File: src/rtl/status_serial_rx_pkg.sv
// Shared definitions for the status link receive path: receiver FSM
// encoding and the payload bit positions agreed with the transmitter.
package status_serial_rx_pkg;

  // Receiver states: waiting for a frame start, or collecting payload bits.
  typedef enum logic {
    ST_IDLE  = 1'b0,
    ST_SHIFT = 1'b1
  } rx_state_t;

  // Payload bit positions; these must track the transmitter's message order.
  localparam int ARMED   = 0;
  localparam int ALARM   = 1;
  localparam int SENSOR1 = 2;
  localparam int SENSOR2 = 3;

endpackage

File: src/rtl/status_serial_rx_confirm_filter.sv
// Debounce for received status frames: a payload must arrive CONFIRM times
// in a row, cleanly framed, before it replaces the exported status.
module status_confirm_filter
  import status_serial_rx_pkg::*;
#(
  parameter int MSG_W   = 4,
  parameter int CONFIRM = 2
) (
  input  logic             CLK,
  input  logic             RST_N,
  input  logic [MSG_W-1:0] payload,
  input  logic             frame_done,
  input  logic             frame_bad,
  output logic [MSG_W-1:0] flags,
  output logic             status_valid
);

  localparam int              CONF_W   = $clog2(CONFIRM + 1);
  localparam logic [CONF_W-1:0] CONF_MAX = CONF_W'(CONFIRM);

  logic [MSG_W-1:0]  cand_q;
  logic [CONF_W-1:0] cnt_q;
  logic [MSG_W-1:0]  cand_next;
  logic [CONF_W-1:0] cnt_next;
  logic              load;

  // Next candidate and repeat count for the frame finishing this cycle.
  always_comb begin
    // NOTE: defaults first so every path assigns every output; otherwise a latch is inferred.
    cand_next = cand_q;
    cnt_next  = cnt_q;
    if (frame_done) begin
      if (frame_bad) begin
        cnt_next = '0;
      end else if (payload == cand_q) begin
        cnt_next = (cnt_q == CONF_MAX) ? cnt_q : cnt_q + 1'b1;
      end else begin
        cand_next = payload;
        cnt_next  = CONF_W'(1);
      end
    end
  end

  // A confirmed candidate only matters when it actually changes the status.
  assign load = frame_done && !frame_bad && (cnt_next == CONF_MAX) && (cand_next != flags);

  // Candidate, count and exported status registers.
  always_ff @(posedge CLK or negedge RST_N) begin
    // NOTE: non-blocking assignments keep every register reading pre-edge values.
    if (!RST_N) begin
      cand_q       <= '0;
      cnt_q        <= '0;
      flags        <= '0;
      status_valid <= 1'b0;
    end else begin
      cand_q       <= cand_next;
      cnt_q        <= cnt_next;
      status_valid <= load;
      if (load) begin
        flags <= cand_next;
      end
    end
  end

endmodule

File: src/rtl/status_serial_rx.sv
// Receive end of the 4-bit status link. Deserialises frames on the shared
// serial clock, polices framing and inter-frame gap, confirms repeated
// payloads and reports link health.
module status_serial_rx
  import status_serial_rx_pkg::*;
#(
  parameter int MSG_W        = 4,
  parameter int MIN_GAP      = 3,
  parameter int CONFIRM      = 2,
  parameter int LINK_TIMEOUT = 64
) (
  input  logic CLK,
  input  logic RST_N,
  input  logic STATUS_IN,
  input  logic STATUS_SEND,
  output logic armed,
  output logic alarm,
  output logic sensor1,
  output logic sensor2,
  output logic status_valid,
  output logic frame_err,
  output logic link_ok
);

  localparam int SH_W  = MSG_W - 1;
  localparam int BIT_W = $clog2(MSG_W);
  localparam int GAP_W = $clog2(MIN_GAP + 1);
  localparam int TO_W  = $clog2(LINK_TIMEOUT + 1);

  localparam logic [BIT_W-1:0] LAST_BIT = BIT_W'(MSG_W - 1);
  localparam logic [GAP_W-1:0] GAP_MAX  = GAP_W'(MIN_GAP);
  localparam logic [TO_W-1:0]  TO_MAX   = TO_W'(LINK_TIMEOUT);

  rx_state_t        state;
  logic [SH_W-1:0]  shift_q;     // bits 0..MSG_W-2; the last bit goes straight to the filter
  logic [BIT_W-1:0] bit_cnt;
  logic [GAP_W-1:0] gap_cnt;
  logic             frame_bad_q;
  logic [TO_W-1:0]  to_cnt;
  logic [TO_W-1:0]  to_next;
  logic             seen_good_q;
  logic             frame_done;
  logic             good_done;
  logic [MSG_W-1:0] payload;
  logic [MSG_W-1:0] flags;

  // Frame completes on the edge that samples its last bit, unless a restart strobe overrides it.
  assign frame_done = (state == ST_SHIFT) && !STATUS_SEND && (bit_cnt == LAST_BIT);
  assign good_done  = frame_done && !frame_bad_q;
  assign payload    = {STATUS_IN, shift_q};

  // Receiver FSM: frame start detection, gap policing and bit collection.
  always_ff @(posedge CLK or negedge RST_N) begin
    if (!RST_N) begin
      state       <= ST_IDLE;
      shift_q     <= '0;
      bit_cnt     <= '0;
      gap_cnt     <= GAP_MAX;   // first frame after reset is always legal
      frame_bad_q <= 1'b0;
      frame_err   <= 1'b0;
    end else begin
      frame_err <= 1'b0;
      case (state)
        ST_IDLE: begin
          if (gap_cnt != GAP_MAX) begin
            gap_cnt <= gap_cnt + 1'b1;
          end
          if (STATUS_SEND) begin
            // A short gap is flagged but the frame is still received, just never used.
            frame_err   <= (gap_cnt < GAP_MAX);
            frame_bad_q <= (gap_cnt < GAP_MAX);
            shift_q     <= SH_W'(STATUS_IN);
            bit_cnt     <= BIT_W'(1);
            state       <= ST_SHIFT;
          end
        end
        ST_SHIFT: begin
          if (STATUS_SEND) begin
            // Restart mid-frame: drop what was collected and treat this bit as a fresh bit0.
            frame_err   <= 1'b1;
            frame_bad_q <= 1'b0;
            shift_q     <= SH_W'(STATUS_IN);
            bit_cnt     <= BIT_W'(1);
          end else if (bit_cnt == LAST_BIT) begin
            state   <= ST_IDLE;
            gap_cnt <= '0;
            bit_cnt <= '0;
          end else begin
            shift_q[bit_cnt] <= STATUS_IN;
            bit_cnt          <= bit_cnt + 1'b1;
          end
        end
        default: state <= ST_IDLE;
      endcase
    end
  end

  // Good frames restart the silence timer; otherwise it counts up and saturates.
  always_comb begin
    if (good_done) begin
      to_next = '0;
    end else if (to_cnt == TO_MAX) begin
      to_next = to_cnt;
    end else begin
      to_next = to_cnt + 1'b1;
    end
  end

  // Link health: up once a good frame has been seen and the silence timer has not expired.
  always_ff @(posedge CLK or negedge RST_N) begin
    if (!RST_N) begin
      to_cnt      <= '0;
      seen_good_q <= 1'b0;
      link_ok     <= 1'b0;
    end else begin
      to_cnt      <= to_next;
      seen_good_q <= seen_good_q | good_done;
      link_ok     <= (seen_good_q | good_done) && (to_next < TO_MAX);
    end
  end

  status_confirm_filter #(
    .MSG_W   (MSG_W),
    .CONFIRM (CONFIRM)
  ) u_confirm (
    .CLK          (CLK),
    .RST_N        (RST_N),
    .payload      (payload),
    .frame_done   (frame_done),
    .frame_bad    (frame_bad_q),
    .flags        (flags),
    .status_valid (status_valid)
  );

  assign armed   = flags[ARMED];
  assign alarm   = flags[ALARM];
  assign sensor1 = flags[SENSOR1];
  assign sensor2 = flags[SENSOR2];

endmodule
File: config.mk
export PLATFORM = sky130hd
export DESIGN_NAME = status_serial_rx
export DESIGN_NICKNAME = d
export VERILOG_FILES = /design/src/rtl/status_serial_rx_pkg.sv /design/src/rtl/status_serial_rx_confirm_filter.sv /design/src/rtl/status_serial_rx.sv
export SDC_FILE = /design/constraint.sdc
export NUM_CORES = 1
export LEC_CHECK = 0
export ABC_AREA = 1
export BUFFER_PORTS_ARGS = -buffer_cell sky130_fd_sc_hd__buf_2
export CORE_UTILIZATION = 35
export DETAILED_ROUTE_END_ITERATION = 8
export PLACE_DENSITY = 0.62
export SLEW_MARGIN = 25
export SYNTH_ARGS = -nofsm -noshare
export SYNTH_HDL_FRONTEND = slang
export SYNTH_HIERARCHICAL = 1
export SYNTH_SLANG_ARGS = --single-unit
export TNS_END_PERCENT = 10
File: constraint.sdc
create_clock -name CLK -period 1.8 [get_ports CLK]
set_clock_uncertainty 0.1 [all_clocks]
set_input_delay 0.18 -clock CLK [delete_from_list [all_inputs] [get_ports CLK]]
set_output_delay 0.18 -clock CLK [all_outputs]
set_load 0.01 [all_outputs]
# After elaboration in Yosys (flattened, before gate mapping)
# Index checks and enable logic that the tools add are counted.
# op_classes
addsub	4
n_reduce_logical	12
n_eq_ne	13
muxes	33
n_bitwise	2
n_shift	0
order_cmp	4
multipliers	0
n_div	0
# op_table
cell	count
$mux W2	10
$mux W7	2
$mux W4	3
$ne A2 B2 Y1 const B	5
$mux W3	3
$pmux W2 S2	2
$add A7 B1 Y7 const B	1
$eq A7 B7 Y1 const B	1
$logic_and A1 B1 Y1	7
$lt A7 B7 Y1 const B	1
$mux W1	7
$add A2 B1 Y2 const B	3
$eq A2 B2 Y1 const B	3
$pmux W1 S2	3
$pmux W3 S2	1
$eq A4 B4 Y1	1
$ne A4 B4 Y1	1
$reduce_and A2 Y1	2
$bwmux W3	1
$lt A2 B3 Y1 const B	1
$ne A3 B3 Y1 const B	1
$reduce_and A3 Y1	1
$demux W1 S2	1
$ge A2 B1 Y1 const B	1
5 further kinds	6
# totals
latch_bits	0
output_inout_bits	7
register_bits	30
mem_bits_rw	0
memories	0
mem_bits_ro	0
inputBits	4
wordCells	81

# Longest topological paths before layout
# Gate-level depths: netlist (run 1).
# logic_depth
word_depth	8
depth_mapped	14

# Cells and area by module
# Netlist (run 1), hierarchy kept.
# modules_own_cells
module	n_inst	cells_each	area_per_inst_um2
status_serial_rx	1	112	964.7
status_confirm_filter	1	96	686.9

# Worst setup path after synthesis (run 1)
# No wires, ideal clock.
# synth_timing
path_type	reg2reg
startpoint	reg bit_cnt[0]
endpoint	reg u_confirm.flags[1]
path_slack_ps	-85
stages_incl_launch_ff	15
setup_ps	121
arrival_ps	1664
t_required_ps	1579
period_less_slack_ps	1885
path_cell_list	dfrtp_1 -> ha_1 -> inv_1 -> nor2_2 -> inv_2 -> nor2_4 -> nand2_1 -> nand2_2 -> nand2_1 -> nand2_1 -> nand2_2 -> nor2_8 -> nor2_4 -> nand2_1 -> nand2_1
# synth_lines
element	line_no	source
start, declared	status_serial_rx.sv:36	logic [BIT_W-1:0] bit_cnt;
start signal, assigned	status_serial_rx.sv:90	bit_cnt <= bit_cnt + 1'b1;
$eq A2 B2 Y1	status_serial_rx.sv:48	assign frame_done = (state == ST_SHIFT) && !STATUS_SEND && (bit_cnt == LAST_BIT);
$logic_and A1 B1 Y1	status_serial_rx.sv:48	
via frame_done	status_serial_rx.sv:42	logic frame_done;
$mux W4	status_serial_rx_confirm_filter.sv:32	if (frame_done) begin
via u_confirm.cand_next[0]	status_serial_rx_confirm_filter.sv:23	logic [MSG_W-1:0] cand_next;
$ne A4 B4 Y1	status_serial_rx_confirm_filter.sv:45	assign load = frame_done && !frame_bad && (cnt_next == CONF_MAX) && (cand_next != flags);
$logic_and A1 B1 Y1	status_serial_rx_confirm_filter.sv:45	
via u_confirm.load	status_serial_rx_confirm_filter.sv:25	logic load;
end signal, assigned	status_serial_rx_confirm_filter.sv:60	flags <= cand_next;
end, declared	status_serial_rx_confirm_filter.sv:14	output logic [MSG_W-1:0] flags,
# The timed path passes the listed nets, and every way through them passes these cells.
# A chain may end at the register's enable or synchronous reset.

# Final worst setup path (run 1)
# layout_timing
startpoint	reg bit_cnt[0]
endpoint	reg u_confirm.flags[2]
# Same word-level chain as after synthesis.

==> results.md, run 1 <==
- Final Hold Viols: 0
- Post-DR wirelength/cell: 10.8 um
- Most frequent CP cell: nand2_1
- H-tree levels: 2
- Worst EP arrival: 1.87 ns
- Async set-reset flop share out of synthesis: 100%
- Drt drc: 0
- Via Count: 1288
- Nature of the critical path startpoint: register
- RSZ-0062 raised after global routing: true
- Vias in the first global route: 1264
- Synth Register Bits: 30
- Via/cell ratio: 4.49
- Mean Syn Cell Area: 7.94 um^2
- Status: finished, violations left
- CP Max Fanout: 5
- Crit path kind: register to register
- Global Route Usage Sum: 14.4%
- Largest family of logic cells by synthesized area: simple AND/OR/NAND/NOR gates
- Initial DRC count: 43
- CTS Buf Count: 5
- Delay-heaviest family, CP: simple AND/OR/NAND/NOR gates
- Final worst-path cycle share: 100%
- Final Util: 43.7%
- Minimum clock period: 1.80 ns
- Buf/Inv on CP: 2
- EDFF count, synth: 0
- Slowest Stage Delay on Critical Path: 0.35 ns
- Design Area, Final: 1940 um^2
- Synthesis-to-finish area growth: 17.5%
- Total gr overflow: 0
- Drt total wl: 3100 um
- First drt pass iteration count: 4
- Cell Chain, Critical Path: ha_2 -> inv_2 -> nor2_4 -> inv_2 -> nor2_4 -> nand2_2 -> nand2_2 -> nand2_1 -> nand2_1 -> nand2_2 -> nor2_8 -> nor2_4 -> nand2_1 -> nand2_1
- Die H: 70.7 um
- Commonest non-fill, non-tap cell in the layout: nand2_1
- Hold Crit Class: input pin to register
- Most frequent cells in the layout: nand2_1, inv_1, dfrtp_1
- # Max-Cap Violations: 0
- Total power: 3.02 mW
- Synth Instances: 208
- Diodes inserted: 0
- Row count: 24
- Die Area: 5000 um^2
- Final HPWL from detailed placement: 2300 um
- Xor/xnor cell area share of the yosys netlist: 1.59%
- Sequential area share after synthesis: 45.6%
- Failing checks: negative setup slack
- Synth Flop Type: dfrtp_1
- Die X: 70.7 um
- Starting Density: 37.2%
- Max-slew violations: 0
- Initial antenna violation count: 0
- Max Buffers Root-to-Sink: 2
- Slowest CP cell: dfrtp_1
- Post-synthesis mux area share: 0%
- Largest net degree at the start of global routing: 31
- Port Buf Inserts: 10
- GP Congestion: 0.819
- Core Footprint: 4440 um^2
- Syn_nets: 220
- Clock Sinks: 30
- Post-synthesis compound-gate area fraction: 6.74%
- Netlist cell types: 24
- Worst Slack Setup Final: -0.00301 ns
- Pin slew with the least headroom to its limit: 0.678 ns
- Worst Path Required: 1.86 ns
- Max_slew headroom: 54.8%
- CTS Root Cell: clkbuf_8
- Synth warn: 6
- First-pass GRT wire length: 5600 um
- CTS tree: done
- Setup violators final: 3
- I/O Pins: 11
- Mapped Area: 1650 um^2
- Leakage: 1.03 nW
- Share of cells above drive strength 1: 21.7%
- ANT nets after route: 0
- Max rail drop VDD: 0.510 mV
- Fmax: 555 MHz
- Crit. End Element: register
- Post-Synth Adder-Cell Area: 6.06%
- DP Area: 1820 um^2
- Clk Latency, worst-skew pair: 0.28 ns
- Final net count: 246
- Clock-pin transition on the worst setup and hold timing paths: 0.06 ns
- Post-synthesis simple-gate area fraction: 31.1%
- Pwr dens: 1560 nW/um^2
where the power goes:
group,switching [mW],internal (mW)
clock network,0.250,0.308
registers,0.216,0.955
logic,0.765,0.532
kinds of logic (layout without fill, tap and decap cells):
kind of cell / count (synthesis) / in the layout
AOI/OAI and AO/OA: 19 / 19
xor gates and xnor gates: 3 / 3
adders and majority gates: 8 / 8
buffers and inverters: 39 / 66
DFF: 30 / 30
and+or+nand+nor: 109 / 109
worst register-to-register path: stages, from the launching register on:
cell     delay [ns]
dfrtp_1        0.35
ha_2           0.19
inv_2          0.05
nor2_4         0.13
inv_2          0.07
nor2_4         0.13
nand2_2        0.08
nand2_2        0.09
nand2_1        0.05
nand2_1        0.07
nand2_2        0.09
nor2_8         0.13
nor2_4         0.07
nand2_1        0.06
nand2_1        0.05
cell usage after synthesis, drive strengths merged, types with 2 or more instances:
cell,instances,area (um^2)
xor2,2,17.5
nand3,22,115
nand2,61,254
dfstp,2,52.6
nor2,22,119
ha,8,100
o21bai,5,37.5
a21oi,4,20.0
dfrtp,28,701
inv,39,146
o21ai,8,40.0
nor3,3,20.0
repair_timing:
action / CTS / global route
hold endpoints to repair: 28 / 0
resized for setup: 2 / 2
setup endpoints to repair: 4 / 5
hold buffers: 1 / 0
pin swaps: 1 / 1
setup buffers: 0 / 1
metrics by stage:
step | std cells | hold WS (ns) | setup WS (ns) | setup TNS (ns)
after floorplan | 208 | -0.216 | 0.0112 | 0
after global placement | 277 | 0.169 | 0.00895 | 0
after detailed placement | 277 | 0.166 | -0.0366 | -0.129
after CTS | 286 | 0.0492 | -0.0541 | -0.205
after global routing | 287 | 0.0774 | -0.141 | -0.576
final | 287 | 0.0597 | -0.00301 | -0.00550
layer usage:
metal / wire length, um / vias up / global-route usage (%)
met5: 0 / - / 0
li1: - / 691 / -
met3: 83 / 4 / 3.42
met4: 43 / 0 / 6.67
met1: 1600 / 577 / 19.5
met2: 1380 / 16 / 21.7
path summary, 6_finish.rpt:
| path | start | endpoint | slack, ns | cells past startpoint |
|---|---|---|---|---|
| hold reg to reg | seen_good_q | seen_good_q | 0.36 | 2 |
| max in group asynchronous | RST_N | u_confirm/flags[0] | 0.79 | 2 |
| hold / removal | STATUS_SEND | bit_cnt[1] | 0.06 | 2 |
| setup / recovery | bit_cnt[0] | u_confirm/flags[2] | -0.003 | 14 |
| min in group asynchronous | RST_N | bit_cnt[1] | 0.38 | 2 |
| setup reg to reg | bit_cnt[0] | u_confirm/flags[2] | -0.003 | 14 |
state kept, by name, indices dropped and copies added (netlist names):
signal                  cells
to_cnt                      7
u_confirm/cand_q            4
u_confirm/flags             4
shift_q                     3
bit_cnt                     2
gap_cnt                     2
u_confirm/cnt_q             2
frame_bad_q                 1
frame_err                   1
link_ok                     1
seen_good_q                 1
state                       1
u_confirm/status_valid      1
final cells by class:
class,instances,area (um^2)
sequential,30,753
multi-input combinational,139,764
tap,52,65.1
clock inverter,1,5.00
clock buffer,7,86.3
inverter,39,146
timing repair buffer,19,120
fill,447,2500
No activity file was read; power rests on OpenSTA's default activity.
==> inputs of run 2 (changes only) <==
BUFFER_PORTS_ARGS = default   (was -buffer_cell sky130_fd_sc_hd__buf_2)
CORE_UTILIZATION = 45   (was 35)
DONT_BUFFER_PORTS = 1   (was default)
PLACE_DENSITY = 0.71   (was 0.62)
==> run 2 against run 1 <==
Against the previous run: the run still ends with negative setup slack left; cell area up 0.64%; via count rose by 4.2%; clock power shrank 24%; utilization is 14 points higher; critical path depth fell by 1; combinational power barely moved; total power is 3.1% lower; flip-flop and latch count is the same; worst setup slack lost 0.082 ns.
==> results.md, run 2 (synthesis results as in run 1) <==
- CP Max Fanout: 6 (+1)
- Clock-pin transition on the worst setup and hold timing paths: 0.09 ns (+0.03 ns)
- Max reg flops: 7 (unchanged)
- Pint: 1.70 mW (-5.2%)
- Worst EP arrival: 2.01 ns (+0.14 ns)
- Worst Path Required: 1.92 ns (+0.06 ns)
- Final Non-Filler Cells: 281 (-2.1%)
- Fmax: 530 MHz (-4.4%)
- Share of cells above drive strength 1: 20.4% (-1.3 points)
- Global Route Usage Sum: 18.8% (+4.4 points)
- Slowest Stage Delay on Critical Path: 0.37 ns (+0.02 ns)
- Row count: 21 (-13%)
- Cell Chain, Critical Path: ha_2 -> inv_2 -> nor2_4 -> inv_2 -> nor2_4 -> nand2_2 -> nand2_2 -> nand2_1 -> nand2_1 -> nand2_2 -> nor2_8 -> nor2_4 -> buf_4
- Via Count: 1342 (+4.2%)
- Diodes inserted: 0 (unchanged)
- Reg2reg setup slack: -0.09 ns (-0.08 ns)
- Synthesis-to-finish area growth: 18.3%
- Die H: 62.6 um (-11%)
- Gate power share: 44.3% (+1.4 points)
- Initial antenna violation count: 0 (unchanged)
- GP Congestion: 0.767 (-6.4%)
- Hold path depth: 4 (+2)
- Most frequent cells in the layout: nand2_1, inv_1, dfrtp_1
- Part of the power in registers: 41.2% (+2.5 points)
- Clock Power Share: 14.5% (-3.9 points)
- Clock Sinks: 30 (unchanged)
- Starting Density: 48.4% (+11 points)
- Worst Slack Setup Final: -0.0853 ns (-0.0823 ns)
- Drt drc: 0 (unchanged)
- Total gr overflow: 0 (unchanged)
- Buf/Inv on CP: 3 (+1)
- Initial DRC count: 57 (+33%)
- Max Buffers Root-to-Sink: 2 (unchanged)
- Crit. End Element: register
- CTS tree: done
- Setup violators final: 5 (+2)
- Final Hold Viols: 0 (unchanged)
- First-pass GRT wire length: 5660 um (+1.1%)
- Delay-heaviest family, CP: simple AND/OR/NAND/NOR gates
- Status: finished, violations left
- First drt pass iteration count: 4 (unchanged)
- Max rail drop VDD: 0.816 mV (+60%)
- Sw Ratio: 42.0% (+1.3 points)
- Via/cell ratio: 4.78 (+6.4%)
- Core Footprint: 3420 um^2 (-23%)
- Die Area: 3920 um^2 (-22%)
- Failing checks: negative setup slack
- Pre-CTS WS: -0.0391 ns (-0.00249 ns)
- I/O Pins: 11 (unchanged)
- Final HPWL from detailed placement: 2250 um (-2.0%)
- Inst Count DP: 262 (-5.4%)
- Crit path kind: register to register
- Largest regs: to_cnt: 7 flops, u_confirm/cand_q: 4 flops, u_confirm/flags: 4 flops
- Largest net degree at the start of global routing: 31 (unchanged)
- ANT nets after route: 0 (unchanged)
- Hold Crit Class: input pin to register
- R2r worst-path depth: 13 (-1)
- RSZ-0062 raised after global routing: true
- Slowest CP cell: dfrtp_1
- CTS Root Cell: clkbuf_4
- Final worst-path cycle share: 105% (+4.6 points)
- CP Depth: 13 (-1)
- H-tree levels: 2 (unchanged)
- Drt total wl: 3100 um (about the same)
- Max-slew violations: 0 (unchanged)
- Most flops, register: to_cnt
- Die X: 62.6 um (-11%)
- Clk Latency, worst-skew pair: 0.32 ns (+0.04 ns)
- Port Buf Inserts: 0 (-10)
- CTS Buf Count: 5 (unchanged)
- Leakage: 1.04 nW (+1.1%)
- # Max-Cap Violations: 0 (unchanged)
- Max_slew headroom: 81.6% (+27 points)
- Final net count: 246 (unchanged)
- Vias in the first global route: 1297 (+2.6%)
- Post-DR wirelength/cell: 11.0 um (+2.2%)
- Switching power: 1.23 mW (+0.12%)
- Minimum clock period: 1.89 ns (+0.0823 ns)
- Pwr dens: 1500 nW/um^2 (-3.7%)
- Commonest non-fill, non-tap cell in the layout: nand2_1
- Pin slew with the least headroom to its limit: 0.275 ns (-0.402 ns)
- Nature of the critical path startpoint: register
-- run 2: changes by cell type in the layout (fill, tap and decap cells not counted), sizes merged --
cell,change
clkbuf,+1
dlygate4sd3,+3
dlymetal6s4s,+1
buf,-4
clkinv,-1
-- run 2: repair_timing --
| item | CTS | global route |
|---|---|---|
| hold endpoints to repair | 38 | 0 |
| resized for setup | 0 | 8 |
| hold buffers | 6 | 0 |
| pin swaps | 0 | 8 |
| setup endpoints to repair | 4 | 6 |
| setup buffers | 0 | 5 |
-- run 2: per-stage QoR --
stage,hold WS [ns],utilization [%],cell area [um^2],setup TNS (ns),power (mW)
2_1_floorplan,-0.216,-,1660,0,2.09
3_3_place_gp,-0.215,51.9,1770,0,2.38
3_5_place_dp,-0.215,51.9,1770,-0.0954,2.41
4_1_cts,0.0624,55.7,1900,-0.164,2.89
5_1_grt,0.0718,57.2,1950,-1.15,3.24
6_report,0.0749,57.2,1950,-0.336,2.93
-- run 2: tightest hold or removal path: cells and delay by family --
kind | cells | cell delay (ns)
compound gates | 1 | 0.07
simple gates | 3 | 0.21
-- run 2: power by group through the flow --
stage	Combinational [mW]	Sequential, mW	Clock (mW)
6_report	1.30	1.21	0.424
5_1_grt	1.51	1.25	0.478
4_1_cts	1.24	1.21	0.443
3_5_place_dp	1.19	1.22	0
3_3_place_gp	1.16	1.22	0
2_1_floorplan	0.926	1.17	0
-- run 2: area by class of cell --
| cell class | count | area, um^2 |
|---|---|---|
| multi-input combinational | 139 | 764 |
| fill | 323 | 1460 |
| sequential | 30 | 753 |
| tap | 46 | 57.6 |
| timing repair buffer | 19 | 170 |
| inverter | 39 | 149 |
| clock buffer | 8 | 58.8 |
-- run 2: path summary, 6_finish.rpt --
kind,endpoint,from
worst max-delay path,u_confirm/status_valid,bit_cnt[1]
worst min-delay path,gap_cnt[0],STATUS_SEND
worst max register to register,u_confirm/status_valid,bit_cnt[1]
worst min register to register,seen_good_q,seen_good_q
max in group asynchronous,gap_cnt[1],RST_N
min in group asynchronous,to_cnt[1],RST_N
-- run 2: routing by layer --
metal / wire length [um] / vias up / global-route usage (%)
li1: - / 698 / -
met1: 1520 / 617 / 24.5
met2: 1400 / 23 / 28.4
met3: 140 / 4 / 5.66
met4: 43 / 0 / 8.72
met5: 0 / - / 0
